<file path="src/rtl/riscv_lsu_pkg.sv">
// Shared types and helpers for the riscv_lsu load/store unit: FSM state
// encoding, RISC-V load/store funct3 codes, access size and alignment helpers.
package riscv_lsu_pkg;

    typedef enum logic [1:0] {
        ST_IDLE   = 2'd0,
        ST_ACCESS = 2'd1,
        ST_RESP   = 2'd2
    } lsu_state_e;

    localparam logic [2:0] F3_LB  = 3'b000;
    localparam logic [2:0] F3_LH  = 3'b001;
    localparam logic [2:0] F3_LW  = 3'b010;
    localparam logic [2:0] F3_LD  = 3'b011;
    localparam logic [2:0] F3_LBU = 3'b100;
    localparam logic [2:0] F3_LHU = 3'b101;
    localparam logic [2:0] F3_LWU = 3'b110;
    localparam logic [2:0] F3_SB  = 3'b000;
    localparam logic [2:0] F3_SH  = 3'b001;
    localparam logic [2:0] F3_SW  = 3'b010;
    localparam logic [2:0] F3_SD  = 3'b011;

    // Access size in bytes (1, 2, 4 or 8).
    function automatic logic [3:0] size_bytes(input logic [2:0] funct3);
        return 4'd1 << funct3[1:0];
    endfunction

    // Only the low three address bits matter for sizes up to 8 bytes.
    function automatic logic is_aligned(input logic [2:0] addr_lo, input logic [3:0] size);
        logic ok;
        case (size)
            4'd1:    ok = 1'b1;
            4'd2:    ok = (addr_lo[0] == 1'b0);
            4'd4:    ok = (addr_lo[1:0] == 2'b00);
            4'd8:    ok = (addr_lo == 3'b000);
            default: ok = 1'b0;
        endcase
        return ok;
    endfunction

endpackage

</file>
<file path="src/rtl/riscv_lsu_align.sv">
// Combinational byte-lane logic for riscv_lsu: store data replication, byte
// enables, and load data shift with sign/zero extension.
module lsu_align
    import riscv_lsu_pkg::*;
#(
    parameter int DATA_W = 32
) (
    input  logic [2:0]                      funct3_i,
    input  logic [$clog2(DATA_W/8)-1:0]     off_i,
    input  logic [DATA_W-1:0]               wdata_i,
    input  logic [DATA_W-1:0]               rdata_i,
    output logic [DATA_W-1:0]               wdata_o,
    output logic [DATA_W/8-1:0]             be_o,
    output logic [DATA_W-1:0]               rdata_o
);
    localparam int NB = DATA_W / 8;

    logic [3:0]        size_s;
    logic [NB:0]       mask_s;
    logic [DATA_W-1:0] shifted_s;
    logic [DATA_W-1:0] keep_s;
    logic              sign_s;

    assign size_s    = size_bytes(funct3_i);
    // One spare bit so a full-width mask does not wrap before the subtract.
    assign mask_s    = ({{NB{1'b0}}, 1'b1} << size_s) - {{NB{1'b0}}, 1'b1};
    assign be_o      = mask_s[NB-1:0] << off_i;
    assign shifted_s = rdata_i >> {off_i, 3'b000};

    // Replicate the low size bytes of the store data across every lane.
    always_comb begin
        wdata_o = '0;
        for (int b = 0; b < NB; b++) begin
            case (funct3_i[1:0])
                2'd0:    wdata_o[8*b +: 8] = wdata_i[7:0];
                2'd1:    wdata_o[8*b +: 8] = wdata_i[8*(b%2) +: 8];
                2'd2:    wdata_o[8*b +: 8] = wdata_i[8*(b%4) +: 8];
                default: wdata_o[8*b +: 8] = wdata_i[8*(b%8) +: 8];
            endcase
        end
    end

    // Keep mask for the loaded bytes and the sign bit of the loaded value.
    always_comb begin
        keep_s = '0;
        for (int b = 0; b < NB; b++) begin
            if (4'(b) < size_s) begin
                keep_s[8*b +: 8] = 8'hFF;
            end else begin
                keep_s[8*b +: 8] = 8'h00;
            end
        end
        case (funct3_i[1:0])
            2'd0:    sign_s = ~funct3_i[2] & shifted_s[7];
            2'd1:    sign_s = ~funct3_i[2] & shifted_s[15];
            2'd2:    sign_s = ~funct3_i[2] & shifted_s[31];
            default: sign_s = ~funct3_i[2] & shifted_s[DATA_W-1];
        endcase
    end

    assign rdata_o = (shifted_s & keep_s) | (sign_s ? ~keep_s : {DATA_W{1'b0}});

endmodule

</file>
<file path="src/rtl/riscv_lsu.sv">
// Load/store unit: request/acknowledge memory bus with wait states, core stall,
// lane steering and alignment checks. Define LSU_TIMEOUT_EN for the ACCESS timeout.
module riscv_lsu
    import riscv_lsu_pkg::*;
#(
    parameter int DATA_W  = 32,
    parameter int ADDR_W  = 9,
    parameter int TMO_CYC = 64
) (
    input  logic                clk,
    input  logic                reset,
    input  logic                req_valid,
    input  logic                req_we,
    input  logic [2:0]          req_funct3,
    input  logic [ADDR_W-1:0]   req_addr,
    input  logic [DATA_W-1:0]   req_wdata,
    output logic                stall,
    output logic                resp_valid,
    output logic [DATA_W-1:0]   resp_rdata,
    output logic                misalign,
    output logic                bus_err,
    output logic                mem_rd,
    output logic                mem_wr,
    output logic [ADDR_W-1:0]   mem_addr,
    output logic [DATA_W-1:0]   mem_wdata,
    output logic [DATA_W/8-1:0] mem_be,
    input  logic [DATA_W-1:0]   mem_rdata,
    input  logic                mem_ack
);
    localparam int NB    = DATA_W / 8;
    localparam int OFF_W = $clog2(NB);

    lsu_state_e          state_q, state_d;
    logic                we_q, we_d;
    logic [2:0]          f3_q, f3_d;
    logic [ADDR_W-1:0]   addr_q, addr_d;
    logic [DATA_W-1:0]   wdata_q, wdata_d;
    logic [DATA_W-1:0]   rdata_q, rdata_d;
    logic                err_q, err_d;

    logic                legal_s, idle_s, access_s, resp_s, tmo_s;
    logic [DATA_W-1:0]   wrep_s, rext_s;
    logic [NB-1:0]       be_s;

`ifdef LSU_TIMEOUT_EN
    localparam int CNT_W = $clog2(TMO_CYC + 1);
    logic [CNT_W-1:0]    cnt_q, cnt_d;
    assign tmo_s = (cnt_q == CNT_W'(TMO_CYC - 1));
`else
    assign tmo_s = 1'b0;
`endif

    assign idle_s   = (state_q == ST_IDLE);
    assign access_s = (state_q == ST_ACCESS);
    assign resp_s   = (state_q == ST_RESP);
    assign legal_s  = (size_bytes(req_funct3) <= 4'(NB)) &&
                      is_aligned(req_addr[2:0], size_bytes(req_funct3));

    lsu_align #(.DATA_W(DATA_W)) u_align (
        .funct3_i (f3_q),
        .off_i    (addr_q[OFF_W-1:0]),
        .wdata_i  (wdata_q),
        .rdata_i  (mem_rdata),
        .wdata_o  (wrep_s),
        .be_o     (be_s),
        .rdata_o  (rext_s)
    );

    // Next-state logic: accept, wait for ack (or timeout), retire.
    always_comb begin
        state_d = state_q;
        we_d    = we_q;
        f3_d    = f3_q;
        addr_d  = addr_q;
        wdata_d = wdata_q;
        rdata_d = rdata_q;
        err_d   = err_q;
`ifdef LSU_TIMEOUT_EN
        cnt_d   = cnt_q;
`endif
        case (state_q)
            ST_IDLE: begin
                if (req_valid && legal_s) begin
                    we_d    = req_we;
                    f3_d    = req_funct3;
                    addr_d  = req_addr;
                    wdata_d = req_wdata;
                    rdata_d = '0;
                    err_d   = 1'b0;
`ifdef LSU_TIMEOUT_EN
                    cnt_d   = '0;
`endif
                    state_d = ST_ACCESS;
                end else begin
                    state_d = ST_IDLE;
                end
            end
            ST_ACCESS: begin
                // An ack in the timeout cycle still completes normally.
                if (mem_ack) begin
                    rdata_d = we_q ? {DATA_W{1'b0}} : rext_s;
                    state_d = ST_RESP;
                end else if (tmo_s) begin
                    rdata_d = '0;
                    err_d   = 1'b1;
                    state_d = ST_RESP;
                end else begin
`ifdef LSU_TIMEOUT_EN
                    cnt_d   = cnt_q + 1'b1;
`endif
                    state_d = ST_ACCESS;
                end
            end
            ST_RESP: begin
                state_d = ST_IDLE;
            end
            default: begin
                state_d = ST_IDLE;
            end
        endcase
    end

    // State and latched request registers.
    always_ff @(posedge clk or negedge reset) begin
        if (!reset) begin
            state_q <= ST_IDLE;
            we_q    <= 1'b0;
            f3_q    <= 3'b000;
            addr_q  <= '0;
            wdata_q <= '0;
            rdata_q <= '0;
            err_q   <= 1'b0;
`ifdef LSU_TIMEOUT_EN
            cnt_q   <= '0;
`endif
        end else begin
            state_q <= state_d;
            we_q    <= we_d;
            f3_q    <= f3_d;
            addr_q  <= addr_d;
            wdata_q <= wdata_d;
            rdata_q <= rdata_d;
            err_q   <= err_d;
`ifdef LSU_TIMEOUT_EN
            cnt_q   <= cnt_d;
`endif
        end
    end

    assign stall      = (idle_s & req_valid & legal_s) | access_s;
    assign misalign   = idle_s & req_valid & ~legal_s;
    assign mem_rd     = access_s & ~we_q;
    assign mem_wr     = access_s & we_q;
    assign mem_addr   = access_s ? {addr_q[ADDR_W-1:OFF_W], {OFF_W{1'b0}}} : {ADDR_W{1'b0}};
    assign mem_wdata  = access_s ? wrep_s : {DATA_W{1'b0}};
    assign mem_be     = access_s ? be_s : {NB{1'b0}};
    assign resp_valid = resp_s;
    assign resp_rdata = resp_s ? rdata_q : {DATA_W{1'b0}};
    assign bus_err    = resp_s & err_q;

endmodule
</file>
<file path="config.mk">
export PLATFORM = sky130hd
export DESIGN_NAME = riscv_lsu
export DESIGN_NICKNAME = d
export VERILOG_FILES = /design/src/rtl/riscv_lsu_pkg.sv /design/src/rtl/riscv_lsu_align.sv /design/src/rtl/riscv_lsu.sv
export SDC_FILE = /design/constraint.sdc
export NUM_CORES = 1
export LEC_CHECK = 0
export BUFFER_PORTS_ARGS = -buffer_cell sky130_fd_sc_hd__buf_2
export CAP_MARGIN = 20
export CELL_PAD_IN_SITES_DETAIL_PLACEMENT = 1
export CELL_PAD_IN_SITES_GLOBAL_PLACEMENT = 2
export CORE_MARGIN = 2
export CORE_UTILIZATION = 25
export CTS_BUF_LIST = sky130_fd_sc_hd__clkbuf_8
export CTS_CLUSTER_DIAMETER = 40
export DETAILED_ROUTE_END_ITERATION = 12
export PLACE_DENSITY_LB_ADDON = 0.1
export SYNTH_ARGS = -nofsm -noshare
export SYNTH_HDL_FRONTEND = slang
export SYNTH_SLANG_ARGS = --single-unit
</file>
<file path="constraint.sdc">
create_clock -name clk -period 5.3 [get_ports clk]
set_clock_uncertainty 0.1 [all_clocks]
set_input_delay 1.06 -clock clk [delete_from_list [all_inputs] [get_ports clk]]
set_output_delay 1.06 -clock clk [all_outputs]
set_load 0.01 [all_outputs]
</file>
### Word level (Yosys, flattened, before mapping)

Cells that the tools add are included.

| word-level totals | value |
|---|---|
| register bits after elaboration | 79 |
| bits of input ports | 81 |
| output and inout bits | 83 |
| word-level logic and storage cells | 73 |

| operators by class | value |
|---|---|
| add/subtract/negate cells | 1 |
| $lt $le $gt $ge | 5 |
| equality and inequality tests | 9 |
| shifts and indexed selects | 5 |
| muxes and demuxes | 21 |
| bitwise logic cells | 16 |
| reduce and logical (&&, ||, !) cells | 10 |

Operator list:

| kind | count |
|---|---|
| $mux 32 | 6 |
| $pmux 32 s2 | 1 |
| $mux 8 | 6 |
| $and 32x32->32 | 1 |
| $not 32->32 | 1 |
| $or 32x32->32 | 1 |
| $shr 32x5->32 | 1 |
| $pmux 8 s2 | 1 |
| $mux 9 | 1 |
| $and 1x1->1 | 8 |
| $lt 1x4->1 const A | 2 |
| $lt 2x4->1 const A | 2 |
| $shl 1x2->4 const A | 2 |
| $logic_not 2->1 | 3 |
| $eq 2x1->1 const B | 2 |
| $eq 4x1->1 const B | 1 |
| $eq 4x2->1 const B | 1 |
| $eq 4x3->1 const B | 1 |
| $eq 4x4->1 const B | 1 |
| $le 4x3->1 const B | 1 |
| $mux 4 | 1 |
| $not 1->1 | 4 |
| $pmux 1 s4 | 1 |
| $pmux 2 s2 | 1 |
| 16 further kinds | 17 |

### Longest topological paths before layout

| depth | value |
|---|---|
| word-level depth | 9 |
| mapped depth | 6 |
| depth with buffers taken out | 4 |

### By module

Synthesis repeated with hierarchy kept, for this count alone.

| unflattened totals | value |
|---|---|
| cell total of the unflattened synthesis | 525 |
| area total of the unflattened synthesis | 5,212.5 µm² |

Modules (own cells, without submodules):

| module | times used | cells each | area each (µm²) | seq. area each (µm²) |
|---|---|---|---|---|
| riscv_lsu | 1 | 341 | 3,927.5 | 1,976.9 |
| lsu_align | 1 | 184 | 1,285.0 | 0.0 |

### Least setup slack after synthesis

Ideal clock, no wire load.

| timing | value |
|---|---|
| path type | input to output |
| from | in req_addr[0] |
| to | out stall |
| data arrival time | 1.884 ns |
| slack | 2.256 ns |
| stages | 5 |
| cells stage by stage | a21oi_1 o211ai_1 buf_2 buf_2 nand2_1 |

| between the ends | value |
|---|---|
| word-level cells in the longest chain between the ends | 5 |
| elaborated cells on any way between the ends | 7 |
| classes of those cells | 1 x mux; 3 x bitwise; 3 x reduce/logical |

Ends and longest elaborated chain:

| element | RTL line | source |
|---|---|---|
| start, declared | riscv_lsu.sv:15 | `input logic [ADDR_W-1:0] req_addr,` |
| $logic_not 3->1, or another cell as far along | riscv_lsu_pkg.sv:35 | `4'd8: ok = (addr_lo == 3'b000);` |
| $pmux 1 s4 (*) | riscv_lsu_pkg.sv:31 | `case (size)` |
| $logic_and 1x1->1 (*) | riscv_lsu.sv:56 | `assign legal_s = (size_bytes(req_funct3) <= 4'(NB)) &&` |
| $and 1x1->1 (*) | riscv_lsu.sv:150 | `assign stall = (idle_s & req_valid & legal_s) \| access_s;` |
| $or 1x1->1 (*) | riscv_lsu.sv:150 |  |
| end, declared | riscv_lsu.sv:17 | `output logic stall,` |

Every way passes the cells marked *; elsewhere a longest branch is shown, timed or not.

### Worst setup path in the final report

| timing | value |
|---|---|
| from | reg f3_q[0] |
| to | out mem_wdata[12] |

| between the ends | value |
|---|---|
| word-level cells in the longest chain between the ends | 3 |

Ends and longest elaborated chain:

| element | RTL line | source |
|---|---|---|
| start, declared | riscv_lsu.sv:35 | `logic [2:0] f3_q, f3_d;` |
| start signal, assigned | riscv_lsu.sv:128 | `f3_q <= 3'b000;` |
| start signal, assigned | riscv_lsu.sv:139 | `f3_q <= f3_d;` |
| $logic_not 2->1 | riscv_lsu_align.sv:34 | `case (funct3_i[1:0])` |
| $mux 8 | riscv_lsu_align.sv:34 |  |
| $mux 32 | riscv_lsu.sv:155 | `assign mem_wdata = access_s ? wrep_s : {DATA_W{1'b0}};` |
| end, declared | riscv_lsu.sv:25 | `output logic [DATA_W-1:0] mem_wdata,` |

No other way between the ends.

==> impl_metrics.csv <==
group,metric,value,unit
floorplanning,fp.dieW,135.1,um
synthesis,syn_area,4299,um2
layout,multiInputGateArea,2153,um2
grt,grt_pass1_vias,3869,
grt,grt.overflow.total,0,
status,status,"completed",
sta,slew_headroom,49.77,%
clock_network,cts_buffers,9,
synthesis,synth_cell_types,33,
sta,slew_viol_final,0,
synthesis,ys_top_cells_by_area,"dfrtp_1 (46%), mux2_2 (12%), mux2i_1 (9.5%)",
layout,drive_above_1_share,41.89,%
drt,drc,0,
clock_network,cts_tree,"done",
synthesis,ys_ff_latch,79,
sta,setup_tns,0,ns
sta,finalHoldViolCount,0,
sta,setup_viol,0,
power,switching_power,0.7771,mW
clock_network,clkLatencyLatePin,0.36,ns
layout,fin_nets,639,
grt,grt_max_degree,50,
drt,vias,3633,
drt,drtIter0Drc,84,
sta,fin_crit,3.513,ns
power,p_int,1.315,mW
placement,routabilityCongestion,0.7458,
power,power.share.switching,37.15,%
power,pwr-share-seq,43.6,%
drt,viasPerCell,4.646,
synthesis,yosysWarningCount,0,
clock_network,cts_hold_buf,0,
floorplanning,dieArea,18260,um2
floorplanning,row_count,47,
clock_network,cts.sinks,79,
setup_path,cp.required,4.14,ns
layout,fillers,1992,
power,pwr-share-comb,38.4,%
clock_network,cts_resized,0,
drt,drt-pass1-iter-count,4,
grt,grt_usage,15.72,%
layout,area_growth,27.07,%
synthesis,synth.top_cell.area_share,45.98,%
sta,worstMarginPinSlew,0.7534,ns
floorplanning,start_util,25.74,%
floorplanning,die_h,135.1,um
power,clock_power_share,18.0,%
synthesis,netlist_instances,410,
clock_network,clk_path_buf_depth,2,
drt,totalWireLength,14.33,mm
power,powerDensity,382.9,nW/um2
sta,rsz0062_at_grt,"no",
power,finalPower,2.092,mW
setup_path,cp-start-kind,"register",
power,leakage,2.856,nW
sta,min_period_over_period,66.28,%
worst_hold_path,hp-class,"reg2reg",
setup_path,crit_type,"reg2out",
placement,numPortBuffers,160,
placement,hpwl,10.48,mm
layout,seq_area,1977,um2
floorplanning,design.core.area,16700,um2
setup_path,worstPathMaxFanout,15,
synthesis,postSynthAreaPerCell,10.49,um2
flow_run,drv_cap,0,
setup_path,critPathArrivalTime,2.35,ns
clock_network,clk_pin_slew,0.08,ns
synthesis,synth_area_leader_cell,"dfrtp_1",
floorplanning,ios,164,
grt,antenna_found_initial,1,
clock_network,cts_root_buf,"clkbuf_8",
setup_path,end_kind,"output pin",
clock_network,cts_max_level,3,
clock_network,post-cts-setup-buffers,0,
power,peakVddDrop,0.1238,mV
synthesis,ys_seq_area_share,45.98,%
grt,grt_pass1_wl,21.74,mm
drt,detail_route.wl_per_cell,18.32,um
sta,max_freq,0.2847,GHz
drt,drt.antenna.violating_nets,0,
## cells in the final DEF, fill, tap and decap left out
| cell type | instances |
|---|---|
| a211o_1 | 8 |
| nand3b_1 | 1 |
| nor3_1 | 5 |
| mux2_2 | 45 |
| diode_2 | 1 |
| and2b_1 | 1 |
| nor2b_2 | 2 |
| nand2b_1 | 2 |
| inv_1 | 3 |
| nor2b_1 | 1 |
| clkinv_2 | 2 |
| nand3_2 | 1 |
| a21boi_2 | 1 |
| dfrtp_1 | 79 |
| nor2_1 | 38 |
| mux2i_1 | 41 |
| o211ai_1 | 2 |
| buf_4 | 9 |
| mux4_2 | 1 |
| nand2_1 | 33 |
| conb_1 | 3 |
| a32o_1 | 7 |
| a22o_1 | 9 |
| o21ai_0 | 9 |
| clkbuf_8 | 9 |
| nor2_2 | 1 |
| a221o_1 | 8 |
| clkinv_1 | 1 |
| a31oi_1 | 1 |
| a21oi_1 | 24 |
| o2111a_2 | 1 |
| and2_1 | 49 |
| and4bb_2 | 1 |
| buf_8 | 1 |
| buf_16 | 1 |
| a221oi_1 | 1 |
| or2_2 | 1 |
| buf_2 | 159 |
## cell usage after synthesis (all sizes together)
| cell | count |
|---|---|
| or2 | 1 |
| o2111a | 1 |
| buf | 21 |
| mux2i | 41 |
| nor3 | 5 |
| nand3 | 1 |
| a21oi | 24 |
| dfrtp | 79 |
| a21boi | 1 |
| and4bb | 1 |
| nor2 | 39 |
| o21ai | 9 |
| and2b | 1 |
| nand2 | 33 |
| a31oi | 1 |
| a211o | 8 |
| nand3b | 1 |
| a221o | 8 |
| mux2 | 45 |
| nand2b | 2 |
| and2 | 49 |
| mux4 | 1 |
| o211ai | 2 |
| a22o | 9 |
| a32o | 7 |
| clkbuf | 14 |
| clkinv | 1 |
| a221oi | 1 |
| conb | 1 |
| nor2b | 3 |
## registers in the layout (all words and copies together) (netlist names)
signal and flops:
f3_q 3, rdata_q 32, addr_q 9, we_q 1
wdata_q 32, state_q 2
## cells by family (layout without fill, tap and decap cells)
| family | count (synthesis) | count (layout) | share of synthesized area, % |
|---|---|---|---|
| AND/OR/NAND/NOR | 136 | 136 | 15.80 |
| multiplexers | 87 | 87 | 21.86 |
| flip-flops | 79 | 79 | 45.98 |
| AO/OA/AOI/OAI | 71 | 71 | 12.05 |
| buffers and inverters | 36 | 185 | 4.220 |
| other | 1 | 4 | 0.08723 |
## path summary, 6_finish.rpt
| kind | from | endpoint | slack (ns) | cells past startpoint |
|---|---|---|---|---|
| max reg2reg | addr_q[1] | rdata_q[23] | 3.11 | 5 |
| min reg2reg | rdata_q[16] | rdata_q[16] | 0.39 | 1 |
| max in group asynchronous | reset | wdata_q[7] | 3.54 | 2 |
| min in group asynchronous | reset | rdata_q[17] | 0.53 | 1 |
| max | f3_q[0] | mem_wdata[12] | 1.79 | 5 |
| min | rdata_q[16] | rdata_q[16] | 0.39 | 1 |
## worst max-delay path: stages, from the launching register on
cell and delay, ns:
dfrtp_1 0.66, nor2_1 0.67, buf_4 0.31, nand2_1 0.07, a21oi_1 0.13, buf_2 0.15
## layer usage
metal	track usage (%)	wire length, um	vias to the layer above
met5	0	0	-
met3	3.779	830	17
met2	26.54	6974	107
met1	19.53	6271	1775
li1	-	-	1734
met4	5.845	250	0
## stage by stage
| step | hold slack [ns] | instance area, um2 | util [%] | instances | setup WS (ns) |
|---|---|---|---|---|---|
| detailed placement | 0.3716 | 5300 | 31.74 | 766 | 2.100 |
| floorplan | 0.3503 | 4307 | - | 412 | 2.256 |
| finish | 0.3894 | 5463 | 32.71 | 782 | 1.787 |
| CTS | 0.3907 | 5445 | 32.60 | 780 | 1.685 |
| global route | 0.4108 | 5460 | 32.69 | 781 | 1.521 |
| global placement | 0.3627 | 5273 | 31.57 | 765 | 2.166 |
## power groups by stage
| stage | combinational, mW | sequential [mW] | clock, mW |
|---|---|---|---|
| 6_report | 0.804 | 0.912 | 0.376 |
| 3_5_place_dp | 0.821 | 0.927 | 0 |
| 4_1_cts | 0.823 | 0.916 | 0.402 |
| 3_3_place_gp | 0.808 | 0.920 | 0 |
| 5_1_grt | 0.891 | 0.942 | 0.423 |
| 2_1_floorplan | 0.589 | 0.858 | 0 |
## area by class of cell
| type | count | share of cell area (%) |
|---|---|---|
| Antenna cell | 1 | 0.04581 |
| Clock inverter | 5 | 0.3894 |
| Multi-Input combinational cell | 297 | 39.42 |
| Timing Repair Buffer | 170 | 16.58 |
| Tap cell | 220 | 5.039 |
| Sequential cell | 79 | 36.19 |
| Inverter | 1 | 0.06871 |
| Clock buffer | 9 | 2.268 |
No activity file was read; power rests on OpenSTA's default activity.
